[src/rtl/parking_scan_controller.sv]
`default_nettype none
// ============================================================================
// parking_scan_controller : debounced spot sensing, occupancy counts, entry
// counter, and scanned 7-segment / LED-matrix outputs.  Revision 1.0
// ============================================================================
module parking_scan_controller #(
  parameter int NUM_VAGAS     = 8,
  parameter int MATRIX_COLS   = 2,
  parameter int SCAN_DIV_BITS = 18,
  parameter int DEB_TICKS     = 4,
  parameter int ENTRY_W       = 16,
  localparam int ROWS         = NUM_VAGAS / MATRIX_COLS,
  localparam int CW           = $clog2(NUM_VAGAS + 1)
) (
  input  logic                   CLK,
  input  logic                   RST,
  input  logic [NUM_VAGAS-1:0]   vagasEstacionamento,
  output logic [3:0]             digitoD7S,
  output logic [6:0]             numeroD7S,
  output logic                   pontoD7S,
  output logic [MATRIX_COLS-1:0] colunaMatrizLEDS,
  output logic [ROWS-1:0]        linhaMatrizLEDS,
  output logic [CW-1:0]          totalOcupadas,
  output logic [CW-1:0]          totalLivres,
  output logic                   lotado,
  output logic [ENTRY_W-1:0]     totalEntradas
);

  localparam int DCW = $clog2(DEB_TICKS + 1);
  localparam int CIW = (MATRIX_COLS > 1) ? $clog2(MATRIX_COLS) : 1;
  localparam int SW  = ((ENTRY_W > CW) ? ENTRY_W : CW) + 1;
  localparam logic [ENTRY_W-1:0] c_entry_max = '1;

  logic [SCAN_DIV_BITS-1:0] r_presc;
  logic [NUM_VAGAS-1:0]     r_sync1, r_sync2, r_deb, w_deb_next;
  logic [DCW-1:0]           r_cnt      [NUM_VAGAS];
  logic [DCW-1:0]           w_cnt_next [NUM_VAGAS];
  logic [CW-1:0]            r_occ, r_free, w_pop, w_rise_cnt;
  logic                     r_lotado, w_tick;
  logic [ENTRY_W-1:0]       r_entries, w_entries_next;
  logic [SW-1:0]            w_entry_sum;
  logic [1:0]               r_dsel;
  logic [3:0]               r_dig, w_dig;
  logic [6:0]               r_seg, w_seg, w_occ7, w_free7;
  logic [3:0]               w_occ_t, w_occ_u, w_free_t, w_free_u;
  logic [CIW-1:0]           r_csel, w_csel_next;
  logic [MATRIX_COLS-1:0]   r_col, w_col;
  logic [ROWS-1:0]          r_row, w_row;

  function automatic logic [CW-1:0] popcount(input logic [NUM_VAGAS-1:0] v);
    logic [CW-1:0] acc;
    acc = '0;
    for (int i = 0; i < NUM_VAGAS; i++) acc = acc + CW'(v[i]);
    return acc;
  endfunction

  function automatic logic [6:0] glyph(input logic [3:0] v);
    case (v)
      4'd0: glyph = 7'b0000001;
      4'd1: glyph = 7'b1001111;
      4'd2: glyph = 7'b0010010;
      4'd3: glyph = 7'b0000110;
      4'd4: glyph = 7'b1001100;
      4'd5: glyph = 7'b0100100;
      4'd6: glyph = 7'b0100000;
      4'd7: glyph = 7'b0001111;
      4'd8: glyph = 7'b0000000;
      4'd9: glyph = 7'b0000100;
      default: glyph = 7'b1111111;
    endcase
  endfunction

  assign w_tick = &r_presc;
  assign w_pop  = popcount(r_deb);

  // A spot flips only after DEB_TICKS consecutive ticks of disagreement.
  always_comb begin
    w_deb_next = r_deb;
    for (int i = 0; i < NUM_VAGAS; i++) begin
      w_cnt_next[i] = '0;
      if (r_sync2[i] != r_deb[i]) begin
        if (r_cnt[i] == DCW'(DEB_TICKS - 1)) w_deb_next[i] = r_sync2[i];
        else                                 w_cnt_next[i] = r_cnt[i] + 1'b1;
      end
    end
  end

  assign w_rise_cnt     = popcount(w_deb_next & ~r_deb);
  assign w_entry_sum    = SW'(r_entries) + SW'(w_rise_cnt);
  assign w_entries_next = (w_entry_sum > SW'(c_entry_max)) ? c_entry_max
                                                           : w_entry_sum[ENTRY_W-1:0];

  assign w_occ7   = 7'(r_occ);
  assign w_free7  = 7'(r_free);
  assign w_occ_t  = 4'(w_occ7 / 7'd10);
  assign w_occ_u  = 4'(w_occ7 % 7'd10);
  assign w_free_t = 4'(w_free7 / 7'd10);
  assign w_free_u = 4'(w_free7 % 7'd10);

  always_comb begin
    w_dig = 4'b1111;
    w_seg = 7'b1111111;
    case (r_dsel)
      2'd0: begin
        w_dig = 4'b1110;
        w_seg = glyph(w_occ_u);
      end
      2'd1: begin
        w_dig = 4'b1101;
        w_seg = (w_occ_t == 4'd0) ? 7'b1111111 : glyph(w_occ_t);
      end
      2'd2: begin
        w_dig = 4'b1011;
        w_seg = glyph(w_free_u);
      end
      default: begin
        w_dig = 4'b0111;
        w_seg = (w_free_t == 4'd0) ? 7'b1111111 : glyph(w_free_t);
      end
    endcase
  end

  always_comb begin
    w_row = '1;
    for (int r = 0; r < ROWS; r++) w_row[r] = ~r_deb[r*MATRIX_COLS + int'(r_csel)];
    w_col       = ~(MATRIX_COLS'(1) << r_csel);
    w_csel_next = (r_csel == CIW'(MATRIX_COLS - 1)) ? '0 : r_csel + 1'b1;
  end

  always_ff @(posedge CLK or posedge RST) begin
    if (RST) begin
      r_presc   <= '0;
      r_sync1   <= '0;
      r_sync2   <= '0;
      r_deb     <= '0;
      for (int i = 0; i < NUM_VAGAS; i++) r_cnt[i] <= '0;
      r_occ     <= '0;
      r_free    <= CW'(NUM_VAGAS);
      r_lotado  <= 1'b0;
      r_entries <= '0;
      r_dsel    <= '0;
      r_dig     <= 4'b1111;
      r_seg     <= 7'b1111111;
      r_csel    <= '0;
      r_col     <= '1;
      r_row     <= '1;
    end else begin
      r_presc  <= r_presc + 1'b1;
      r_sync1  <= vagasEstacionamento;
      r_sync2  <= r_sync1;
      r_occ    <= w_pop;
      r_free   <= CW'(NUM_VAGAS) - w_pop;
      r_lotado <= (w_pop == CW'(NUM_VAGAS));
      if (w_tick) begin
        r_deb     <= w_deb_next;
        for (int i = 0; i < NUM_VAGAS; i++) r_cnt[i] <= w_cnt_next[i];
        r_entries <= w_entries_next;
        r_dsel    <= r_dsel + 2'd1;
        r_dig     <= w_dig;
        r_seg     <= w_seg;
        r_csel    <= w_csel_next;
        r_col     <= w_col;
        r_row     <= w_row;
      end
    end
  end

  assign digitoD7S        = r_dig;
  assign numeroD7S        = r_seg;
  assign pontoD7S         = 1'b1;
  assign colunaMatrizLEDS = r_col;
  assign linhaMatrizLEDS  = r_row;
  assign totalOcupadas    = r_occ;
  assign totalLivres      = r_free;
  assign lotado           = r_lotado;
  assign totalEntradas    = r_entries;

endmodule
`default_nettype wire

[config.mk]
export PLATFORM = sky130hd
export DESIGN_NAME = parking_scan_controller
export DESIGN_NICKNAME = d
export VERILOG_FILES = /design/src/rtl/parking_scan_controller.sv
export SDC_FILE = /design/constraint.sdc
export NUM_CORES = 1
export LEC_CHECK = 0
export BUFFER_PORTS_ARGS = -buffer_cell sky130_fd_sc_hd__buf_4
export CAP_MARGIN = 20
export CORE_MARGIN = 2
export CORE_UTILIZATION = 54
export CTS_CLUSTER_SIZE = 30
export DETAILED_ROUTE_END_ITERATION = 8
export PLACE_DENSITY_LB_ADDON = 0.05
export RECOVER_POWER = 100
export SYNTH_ARGS = -nofsm -noshare
export SYNTH_HDL_FRONTEND = slang
export SYNTH_SLANG_ARGS = --single-unit
[constraint.sdc]
create_clock -name CLK -period 4.1 [get_ports CLK]
set_input_delay 0.615 -clock CLK [delete_from_list [all_inputs] [get_ports CLK]]
set_output_delay 0.615 -clock CLK [all_outputs]
set_load 0.01 [all_outputs]
==> results.py, run 1 <==
metrics = {
    "power": {
        "ir_drop_uv": 264,
        "p_per_area_mw_per_mm2": 267,
        "cellLeakagePower_nw": 3.11,
    },
    "clock_network": {
        "clk-insertion-delay-late_ns": 0.38,
        "cts_buffers": 9,
        "cts_buffer_depth": 2,
        "path_clk_slew_ns": 0.10,
        "cts_tree": "done",
        "clock_sinks": 110,
        "root_buffer": "clkbuf_8",
        "htreeDepth": 3,
    },
    "sta": {
        "fin_setup_tns_ns": -1.66,
        "slew_headroom_pct": -22.4,
        "period_share_pct": 105,
        "max_clock_freq_mhz": 233,
        "worst_pin_slew_ns": 1.84,
        "setup_ws_ns": -0.187,
        "setup_viol": 15,
        "clock_skew_ns": 0.0122,
        "hold_viol": 0,
        "drv_slew": 77,
        "post-route-min-period_ns": 4.29,
        "rsz0062_at_grt": "yes",
    },
    "grt": {
        "grt_pass1_wl_mm": 18.2,
        "track_usage_pct": 20.1,
        "grt_overflow": 0,
        "antenna_found_initial": 0,
        "first_global_vias": 3903,
        "grt_start_max_net_pins": 92,
    },
    "final_layout": {
        "final_net_count": 664,
        "drive_gt1_share_pct": 17.3,
        "antenna_cells": 0,
        "area_growth_pct": 12.9,
    },
    "die": {
        "core_area_mm2": 0.0103,
        "initial_core_util_pct": 55.5,
        "die_width_um": 107,
        "num_rows": 37,
        "die_area_mm2": 0.0115,
        "ioPinCount": 53,
        "fp.dieH_um": 107,
    },
    "synth": {
        "synth_fp_nets": 598,
        "syn-cell-area_mm2": 0.00573,
        "async_reset_ff_share_pct": 100,
        "synth_edf_count": 0,
        "synthCells": 537,
        "yosysUniqueCellTypes": 56,
        "yosys.area.top_type": "dfrtp_1",
        "yosys-top-cells-area": "dfrtp_1, ha_1, dfstp_2",
        "syn_area_per_cell_um2": 10.7,
        "synth.most_common_cell": "dfrtp_1",
        "synth_flop_cell": "dfrtp_1",
        "ys_seq_area_share_pct": 48.4,
        "ys_warn_count": 0,
        "yosys.area.top_type_share_pct": 40.1,
        "synth_common_cells": "dfrtp_1, nand2_1, ha_1",
        "yosys_register_bits": 110,
    },
    "setup_path": {
        "crit_required_ns": 4.37,
        "cpPeakStageDelay_ns": 0.51,
        "critical_path.max_fanout": 5,
        "crit_chain": "ha_2 > nor2b_4 > and3b_2 > fa_1 > inv_2 > fa_1 > inv_2 > fa_1 > fa_2 > inv_2 > fa_2 > nor2b_1 > o21a_1 > o211ai_1 > buf_4 > buf_6 > nand2_2 > mux2_4",
        "critPathArrivalTime_ns": 4.55,
        "timing_worst_setup_path_type": "reg -> reg",
        "cp-start-kind": "flip-flop",
        "slowest_stage": "fa_1",
        "cp-end-kind": "flip-flop",
    },
    "route": {
        "drtPass1Iterations": 4,
        "num_vias": 4023,
        "finalWirelength_mm": 10.6,
        "antenna_left": 0,
        "viasPerCell": 5.41,
        "drc": 0,
        "routedWlPerCell_um": 14.3,
        "drtIter0Drc": 173,
    },
    "placement": {
        "hpwl_mm": 7.67,
        "numPortBuffers": 51,
        "dpl_worst_slack_ns": -0.188,
        "place.gp.congestion": 0.784,
    },
    "hold_path": {
        "hold_path.class": "in -> async",
    },
    "run": {
        "drv_cap": 1,
    },
    "status": {
        "status": "finished with violations",
        "violations": "capacitance limit, slew limit, setup timing",
    },
}
placed cells by master (no fill, tap or decap), drive strengths merged, types with 3 or more instances in the layout:
cell,n
xnor2,18
mux2,15
and3,9
nor3b,3
and2,5
nor2b,6
clkinv,4
and4,4
o21ai,27
clkbuf,55
nor4,3
ha,42
dfstp,18
nand2,56
a31oi,9
inv,35
fa,9
nor3,4
nor2,35
dfrtp,92
nand4,9
a21boi,3
mux2i,4
o32a,5
nand3,17
nand2b,10
xor2,15
a21oi,29
o21a,6
buf,26
a21o,8
timing repair:
action | CTS | global route
endpoints found under the setup margin | 14 | 16
hold buffers | 0 | 0
gates resized for setup | 12 | 12
pin swaps | 5 | 13
setup buffers | 5 | 1
cloned | 0 | 1
per-layer routing:
layer  vias up  track usage, %  wire length (um)
met5         -               0                 0
met4         0            6.40               136
met3        12            4.13               314
met2        56            32.1              5120
met1      1972            27.5              5060
li1       1983               -                 -
per-stage QoR:
stage	power, W	hold slack (ns)	std cells	area (um^2)	utilization, %
after global placement	0.00116	0.334	722	6340	61.4
after floorplan	0.00114	0.331	537	5760	-
after detailed placement	0.00116	0.338	722	6340	61.4
final	0.00173	0.285	744	6470	62.7
after global routing	0.00181	0.309	744	6470	62.7
after CTS	0.00176	0.315	743	6590	63.9
report_power, final:
| part | internal (W) | total [W] | switching, W |
|---|---|---|---|
| registers | 0.00109 | 0.00110 | 0.00000462 |
| logic | 0.00000971 | 0.0000354 | 0.0000257 |
| clock network | 0.000223 | 0.000599 | 0.000376 |
path summary, 6_finish.rpt:
check / slack (ns) / endpoint / cells past startpoint / from
hold reg to reg: 0.36 / r_sync2[6]$_DFF_PP0_ / 0 / r_sync1[6]$_DFF_PP0_
max in group asynchronous: 1.66 / r_cnt[0]$_DFFE_PP0P_ / 3 / RST
hold / removal: 0.28 / r_sync1[5]$_DFF_PP0_ / 2 / RST
setup / recovery: -0.19 / totalEntradas[10]$_DFFE_PP0P_ / 18 / r_cnt[21]$_DFFE_PP0P_
setup reg to reg: -0.19 / totalEntradas[10]$_DFFE_PP0P_ / 18 / r_cnt[21]$_DFFE_PP0P_
min in group CLK: 0.36 / r_sync2[6]$_DFF_PP0_ / 0 / r_sync1[6]$_DFF_PP0_
critical path: cells and delay by family, from the launching register on:
family                   cells  cell delay [ns]
multiplexers                 1             0.26
AO/OA/AOI/OAI                2             0.37
AND/OR/NAND/NOR              4             0.41
buffers and inverters        5             0.44
adder cells (fa/ha/maj)      6             2.31
flip-flops                   1             0.40
flip-flops by register name, summed over array words and instances, names as in the netlist:
| register | flops |
|---|---|
| r_cnt | 24 |
| r_presc | 18 |
| totalEntradas | 16 |
| r_deb | 8 |
| r_sync1 | 8 |
| r_sync2 | 8 |
| numeroD7S | 7 |
| digitoD7S | 4 |
| linhaMatrizLEDS | 4 |
| totalLivres | 4 |
| totalOcupadas | 3 |
| colunaMatrizLEDS | 2 |
| r_dsel | 2 |
| lotado | 1 |
| r_csel | 1 |
cell type report:
| class | instances | area (um^2) |
|---|---|---|
| Clock inverter | 7 | 48.8 |
| Multi-Input combinational cell | 376 | 2810 |
| Sequential cell | 110 | 2780 |
| Inverter | 34 | 129 |
| Fill cell | 891 | 3850 |
| Clock buffer | 9 | 124 |
| Timing Repair Buffer | 72 | 420 |
| Tap cell | 136 | 170 |
logic make-up after synthesis:
kind of cell,Yosys count,synth area share [%]
compound gates,98,10.9
xor+xnor,33,5.04
fa+ha+maj,51,12.3
buf+inv,51,3.75
flops,110,48.4
mux,19,3.64
other cells,1,0.0654
simple gates,174,15.9
Power figures use the tool's default switching activity.
==> run 2, diff against run 1 <==
--- a/config.mk
+++ b/config.mk
@@ -7,10 +7,13 @@
 export LEC_CHECK = 0
 export BUFFER_PORTS_ARGS = -buffer_cell sky130_fd_sc_hd__buf_4
 export CAP_MARGIN = 20
+export CELL_PAD_IN_SITES_DETAIL_PLACEMENT = 1
+export CELL_PAD_IN_SITES_GLOBAL_PLACEMENT = 1
 export CORE_MARGIN = 2
-export CORE_UTILIZATION = 54
+export CORE_UTILIZATION = 43
 export CTS_CLUSTER_SIZE = 30
 export DETAILED_ROUTE_END_ITERATION = 8
+export HOLD_SLACK_MARGIN = 0.05
 export PLACE_DENSITY_LB_ADDON = 0.05
 export RECOVER_POWER = 100
 export SYNTH_ARGS = -nofsm -noshare
==> constraint.sdc (replaced) <==
create_clock -name CLK -period 4.1 [get_ports CLK]
set_input_delay 0.615 -clock CLK [delete_from_list [all_inputs] [get_ports CLK]]
set_output_delay 0.615 -clock CLK [all_outputs]
set_load 0.02 [all_outputs]
==> results.py, run 2 (synthesis results as in run 1) <==
metrics = {
    "status": {
        "status": "finished with violations",
        "violations": "capacitance limit, slew limit, setup timing",
    },
    "final_layout": {
        "final_cells": 787,
        "top_register": "r_cnt",
        "post-route-util_pct": 50.5,
        "area_growth_pct": 15.7,
        "drive_gt1_share_pct": 16.4,
        "final_net_count": 667,
        "final_common_cell": "dfrtp_1",
        "largest_reg_flops": 24,
        "most-common-layout-cells": "dfrtp_1, nand2_1, ha_1",
        "antenna_cells": 0,
    },
    "setup_path": {
        "cp.depth": 17,
        "critical_path.max_fanout": 8,
        "regToRegStartpoint": "r_cnt[21]$_DFFE_PP0P_",
        "ff2ff_path_depth": 17,
        "crit_end": "totalEntradas[10]$_DFFE_PP0P_",
        "r2r_slack_ns": -0.14,
        "crit_family": "adder cells",
        "timing_worst_setup_path_type": "reg -> reg",
        "crit_start": "r_cnt[21]$_DFFE_PP0P_",
        "slowest_stage": "fa_1",
        "critPathBufInv": 4,
        "cp-start-kind": "flip-flop",
        "crit_chain": "ha_2 > nor2b_4 > and3b_1 > fa_1 > inv_1 > fa_1 > inv_2 > fa_1 > fa_2 > inv_2 > fa_2 > nor2b_1 > o21a_1 > o211ai_1 > buf_4 > nand2_1 > mux2_4",
        "cp-end-kind": "flip-flop",
        "crit_path_frequent_cell": "fa_1",
        "cpPeakStageDelay_ns": 0.50,
        "critPathArrivalTime_ns": 4.48,
        "crit_required_ns": 4.34,
        "reg2reg_to": "totalEntradas[10]$_DFFE_PP0P_",
    },
    "die": {
        "fp.dieH_um": 119,
        "initial_core_util_pct": 43.6,
        "die_width_um": 119,
        "core_area_mm2": 0.0131,
        "ioPinCount": 53,
        "die_area_mm2": 0.0143,
        "num_rows": 42,
    },
    "route": {
        "num_vias": 4113,
        "finalWirelength_mm": 12.4,
        "antenna_left": 0,
        "viasPerCell": 5.23,
        "routedWlPerCell_um": 15.8,
        "drtIter0Drc": 141,
        "drtPass1Iterations": 4,
        "drc": 0,
    },
    "sta": {
        "drv_slew": 77,
        "hold_viol": 0,
        "setup_ws_ns": -0.139,
        "slew_headroom_pct": -89.3,
        "max_clock_freq_mhz": 236,
        "clock_skew_ns": 0.00618,
        "post-route-min-period_ns": 4.24,
        "fin_setup_tns_ns": -0.679,
        "rsz0062_at_grt": "yes",
        "period_share_pct": 103,
        "setup_viol": 9,
        "worst_pin_slew_ns": 2.84,
    },
    "placement": {
        "hpwl_mm": 9.03,
        "dp.cells": 766,
        "place.gp.congestion": 0.821,
        "numPortBuffers": 51,
    },
    "grt": {
        "grt_start_max_net_pins": 77,
        "first_global_vias": 4388,
        "grt_pass1_wl_mm": 21.5,
        "grt_overflow": 0,
        "track_usage_pct": 18.8,
        "antenna_found_initial": 0,
    },
    "clock_network": {
        "cts_tree": "done",
        "clk-insertion-delay-late_ns": 0.36,
        "cts_buffers": 9,
        "cts_buffer_depth": 2,
        "clock_sinks": 110,
        "root_buffer": "clkbuf_16",
        "htreeDepth": 3,
        "cts_hold_buf": 0,
        "path_clk_slew_ns": 0.07,
    },
    "run": {
        "drv_cap": 1,
    },
    "hold_path": {
        "hold_path.class": "reg -> reg",
    },
    "power": {
        "p_per_area_mw_per_mm2": 306,
        "cellLeakagePower_nw": 3.17,
        "ir_drop_uv": 222,
    },
}
-- run 2: changes by cell type in the layout (fill, tap and decap cells not counted), sizes merged --
| cell | previous run | this run |
|---|---|---|
| bufinv | 0 | 1 |
| clkbuf | 55 | 56 |
| buf | 26 | 28 |
| clkinvlp | 2 | 0 |
| inv | 35 | 36 |
-- run 2: where the power goes --
part / leakage, nW / switching, W / internal (W)
logic: 1.60 / 0.0000268 / 0.00000997
registers: 1.42 / 0.00000510 / 0.00109
clock network: 0.148 / 0.000419 / 0.000476
total: 3.17 / 0.000451 / 0.00158
-- run 2: worst min path at each step --
stage | startpoint | cells after the start | slack, ns | to
detailed placement | r_sync1[6]$_DFF_PP0_ | 0 | 0.34 | r_sync2[6]$_DFF_PP0_
global placement | r_sync1[4]$_DFF_PP0_ | 0 | 0.33 | r_sync2[4]$_DFF_PP0_
CTS | vagasEstacionamento[5] | 1 | 0.35 | r_sync1[5]$_DFF_PP0_
finish | r_sync1[6]$_DFF_PP0_ | 0 | 0.35 | r_sync2[6]$_DFF_PP0_
floorplan | r_sync1[0]$_DFF_PP0_ | 0 | 0.33 | r_sync2[0]$_DFF_PP0_
global route | r_sync1[4]$_DFF_PP0_ | 0 | 0.37 | r_sync2[4]$_DFF_PP0_
-- run 2: final cells by class --
cell class	count	area (um^2)
Sequential cell	110	2780
Fill cell	1469	6500
Tap cell	176	220
Clock buffer	9	225
Multi-Input combinational cell	376	2780
Timing Repair Buffer	75	437
Inverter	34	128
Clock inverter	7	70.1
-- run 2: what timing repair did --
| item | in CTS | in global routing |
|---|---|---|
| endpoints found under the setup margin | 12 | 16 |
| setup buffers | 4 | 4 |
| endpoints found under the hold margin | 0 | 0 |
| resized for setup | 2 | 9 |
| pin swaps | 3 | 12 |
-- run 2: worst reg2reg max path, cell delays in order, from the launching register on --
cell	delay [ns]
dfrtp_1	0.39
ha_2	0.19
nor2b_4	0.12
and3b_1	0.18
fa_1	0.48
inv_1	0.05
fa_1	0.49
inv_2	0.04
fa_1	0.50
fa_2	0.42
inv_2	0.06
fa_2	0.19
nor2b_1	0.04
o21a_1	0.18
o211ai_1	0.26
buf_4	0.21
nand2_1	0.06
mux2_4	0.26
-- run 2: stage by stage --
| step | hold slack, ns | total power (W) | cell area (um^2) | setup WS [ns] |
|---|---|---|---|---|
| final | 0.353 | 0.00203 | 6630 | -0.139 |
| after global routing | 0.366 | 0.00211 | 6630 | -0.328 |
| after CTS | 0.349 | 0.00206 | 6750 | -0.126 |
| after detailed placement | 0.336 | 0.00116 | 6420 | -0.161 |
| after global placement | 0.333 | 0.00116 | 6420 | -0.0477 |
| after floorplan | 0.331 | 0.00114 | 5760 | 0.0490 |
-- run 2: layer usage --
layer  vias up  track usage (%)  share of wire (%)  wire length [um]
li1       1986                -                  -                 -
met1      2069             24.6                 47              5840
met2        44             31.6                 49              6140
met3        14             3.35                2.2               274
met4         0             6.40                1.6               198
met5         -                0                  0                 0
==> run 3, diff against run 2 <==
--- a/config.mk
+++ b/config.mk
@@ -5,14 +5,14 @@
 export SDC_FILE = /design/constraint.sdc
 export NUM_CORES = 1
 export LEC_CHECK = 0
-export BUFFER_PORTS_ARGS = -buffer_cell sky130_fd_sc_hd__buf_4
 export CAP_MARGIN = 20
 export CELL_PAD_IN_SITES_DETAIL_PLACEMENT = 1
 export CELL_PAD_IN_SITES_GLOBAL_PLACEMENT = 1
 export CORE_MARGIN = 2
-export CORE_UTILIZATION = 43
+export CORE_UTILIZATION = 46
 export CTS_CLUSTER_SIZE = 30
 export DETAILED_ROUTE_END_ITERATION = 8
+export DONT_BUFFER_PORTS = 1
 export HOLD_SLACK_MARGIN = 0.05
 export PLACE_DENSITY_LB_ADDON = 0.05
 export RECOVER_POWER = 100
==> results.py, run 3 (synthesis results as in run 1) <==
metrics = {
    "grt": {
        "grt_pass1_wl_mm": 20.5,
        "antenna_found_initial": 0,
        "first_global_vias": 4255,
        "grt_start_max_net_pins": 65,
        "track_usage_pct": 19.5,
        "grt_overflow": 0,
    },
    "route": {
        "num_vias": 3923,
        "drtPass1Iterations": 4,
        "routedWlPerCell_um": 16.2,
        "viasPerCell": 5.34,
        "antenna_left": 0,
        "finalWirelength_mm": 11.9,
        "drc": 0,
        "drtIter0Drc": 114,
    },
    "power": {
        "ir_drop_uv": 282,
        "clkPwrFrac_pct": 44.3,
        "power_frac_comb_pct": 1.5,
        "pwr-share-seq_pct": 54.2,
        "p_int_w": 0.00161,
        "finalPower_w": 0.00203,
        "p_sw_w": 0.000419,
        "swShare_pct": 20.7,
        "cellLeakagePower_nw": 3.08,
        "p_per_area_mw_per_mm2": 313,
    },
    "sta": {
        "clock_skew_ns": 0.00884,
        "max_clock_freq_mhz": 232,
        "rsz0062_at_grt": "yes",
        "fin_setup_tns_ns": -2.05,
        "period_share_pct": 105,
        "post-route-min-period_ns": 4.32,
        "worst_pin_slew_ns": 2.78,
        "setup_viol": 16,
        "slew_headroom_pct": -86.6,
        "drv_slew": 76,
        "setup_ws_ns": -0.218,
        "hold_viol": 0,
    },
    "setup_path": {
        "crit_required_ns": 4.37,
        "timing_worst_setup_path_type": "reg -> reg",
        "reg2reg_to": "totalEntradas[2]$_DFFE_PP0P_",
        "crit_family": "adder cells",
        "cpPeakStageDelay_ns": 0.54,
        "critPathBufInv": 7,
        "slowest_stage": "fa_1",
        "crit_path_frequent_cell": "buf_4",
        "regToRegStartpoint": "r_cnt[22]$_DFFE_PP0P_",
        "cp-start-kind": "flip-flop",
        "ff2ff_path_depth": 19,
        "critPathArrivalTime_ns": 4.59,
        "r2r_slack_ns": -0.22,
        "crit_chain": "ha_2 > nor2b_4 > and3b_1 > fa_1 > inv_1 > fa_1 > inv_2 > fa_1 > fa_2 > inv_2 > fa_2 > nor2b_1 > o21a_1 > o211ai_1 > buf_4 > buf_4 > buf_4 > buf_4 > a31oi_4",
        "critical_path.max_fanout": 4,
        "cp-end-kind": "flip-flop",
    },
    "final_layout": {
        "most-common-layout-cells": "dfrtp_1, nand2_1, ha_1",
        "drive_gt1_share_pct": 14.3,
        "antenna_cells": 0,
        "final_net_count": 623,
        "final_common_cell": "dfrtp_1",
        "largest_reg_flops": 24,
        "area_growth_pct": 12.8,
        "fillerInstances": 1331,
        "top_register": "r_cnt",
    },
    "clock_network": {
        "cts_buffers": 9,
        "cts_buffer_depth": 2,
        "root_buffer": "clkbuf_16",
        "htreeDepth": 3,
        "clock_sinks": 110,
        "clk-insertion-delay-late_ns": 0.35,
        "path_clk_slew_ns": 0.07,
        "cts_tree": "done",
    },
    "status": {
        "violations": "capacitance limit, slew limit, setup timing",
        "status": "finished with violations",
    },
    "die": {
        "die_width_um": 116,
        "core_area_mm2": 0.0121,
        "fp.dieH_um": 116,
        "initial_core_util_pct": 47.3,
        "num_rows": 40,
        "ioPinCount": 53,
        "die_area_mm2": 0.0134,
    },
    "placement": {
        "place.gp.congestion": 0.778,
        "hpwl_mm": 8.58,
        "numPortBuffers": 0,
    },
    "run": {
        "drv_cap": 2,
    },
    "hold_path": {
        "hold_path.class": "in -> reg",
        "holdCritStartpoint": "vagasEstacionamento[4]",
        "hold_end": "r_sync1[4]$_DFF_PP0_",
        "min_path_cells": 0,
    },
}
run 3: changes by cell type in the layout (fill, tap and decap cells not counted), moves of 3 or more:
cell,previous run,this run
buf_6,3,6
clkbuf_2,4,0
clkbuf_4,9,0
clkbuf_1,34,7
dfstp_2,9,0
buf_4,25,19
dfstp_1,9,18
run 3: area by class of cell:
cell class / count / area, um^2 / share of cell area [%]
sequential: 110 / 2780 / 42.9
clock inverter: 4 / 53.8 / 0.832
inverter: 34 / 129 / 1.99
clock buffer: 12 / 256 / 3.97
tap: 168 / 210 / 3.25
timing repair buffer: 31 / 233 / 3.60
multi-input combinational: 376 / 2810 / 43.5
run 3: power by group through the flow:
stage	combinational, W	sequential, W	clock [W]
global route	0.0000362	0.00110	0.000967
global placement	0.0000328	0.00112	0
CTS	0.0000335	0.00110	0.000932
detailed placement	0.0000334	0.00112	0
floorplan	0.0000244	0.00112	0
finish	0.0000306	0.00110	0.000898
run 3: per-layer routing:
| layer | GRT usage [%] | vias up | share of wire (%) |
|---|---|---|---|
| met2 | 32.9 | 53 | 50 |
| met3 | 3.66 | 10 | 3.1 |
| li1 | - | 1894 | - |
| met4 | 6.43 | 0 | 1.1 |
| met1 | 25.4 | 1966 | 46 |
| met5 | 0 | - | 0 |
run 3: what timing repair did:
action                                 CTS  global route
pin swaps                                3             2
resized for setup                       12             8
setup buffers                            6             4
setup endpoints to repair               14            16
gates cloned                             1             0
hold buffers                             0             0
endpoints found under the hold margin    0             0
run 3: per-stage QoR:
stage | cells | util, % | hold slack (ns) | cell area [um^2] | setup WS (ns)
CTS | 731 | 53.2 | 0.271 | 6440 | -0.157
detailed placement | 708 | 49.8 | 0.338 | 6040 | -0.225
floorplan | 537 | - | 0.331 | 5760 | 0.0490
finish | 735 | 53.4 | 0.287 | 6470 | -0.218
global placement | 708 | 49.8 | 0.333 | 6040 | -0.0711
global route | 735 | 53.4 | 0.271 | 6470 | -0.421
run 3: worst reg2reg max path: stages (launching register included):
cell and delay (ns):
dfrtp_1 0.39, ha_2 0.19, nor2b_4 0.12, and3b_1 0.19, fa_1 0.48, inv_1 0.05, fa_1 0.49, inv_2 0.04
fa_1 0.54, fa_2 0.23, inv_2 0.04, fa_2 0.36, nor2b_1 0.14, o21a_1 0.18, o211ai_1 0.09, buf_4 0.19
buf_4 0.13, buf_4 0.12, buf_4 0.13, a31oi_4 0.14
run 3: worst max path at each step:
stage                               start  cells past startpoint  slack [ns]                             to
CTS                 r_cnt[22]$_DFFE_PP0P_                     19       -0.16   totalEntradas[2]$_DFFE_PP0P_
floorplan           r_cnt[21]$_DFFE_PP0P_                     17        0.05  totalEntradas[10]$_DFFE_PP0P_
detailed placement  r_cnt[22]$_DFFE_PP0P_                     17       -0.22  totalEntradas[10]$_DFFE_PP0P_
finish              r_cnt[22]$_DFFE_PP0P_                     19       -0.22   totalEntradas[2]$_DFFE_PP0P_
global route        r_cnt[21]$_DFFE_PP0P_                     18       -0.42  totalEntradas[10]$_DFFE_PP0P_
global placement    r_cnt[22]$_DFFE_PP0P_                     17       -0.07  totalEntradas[10]$_DFFE_PP0P_
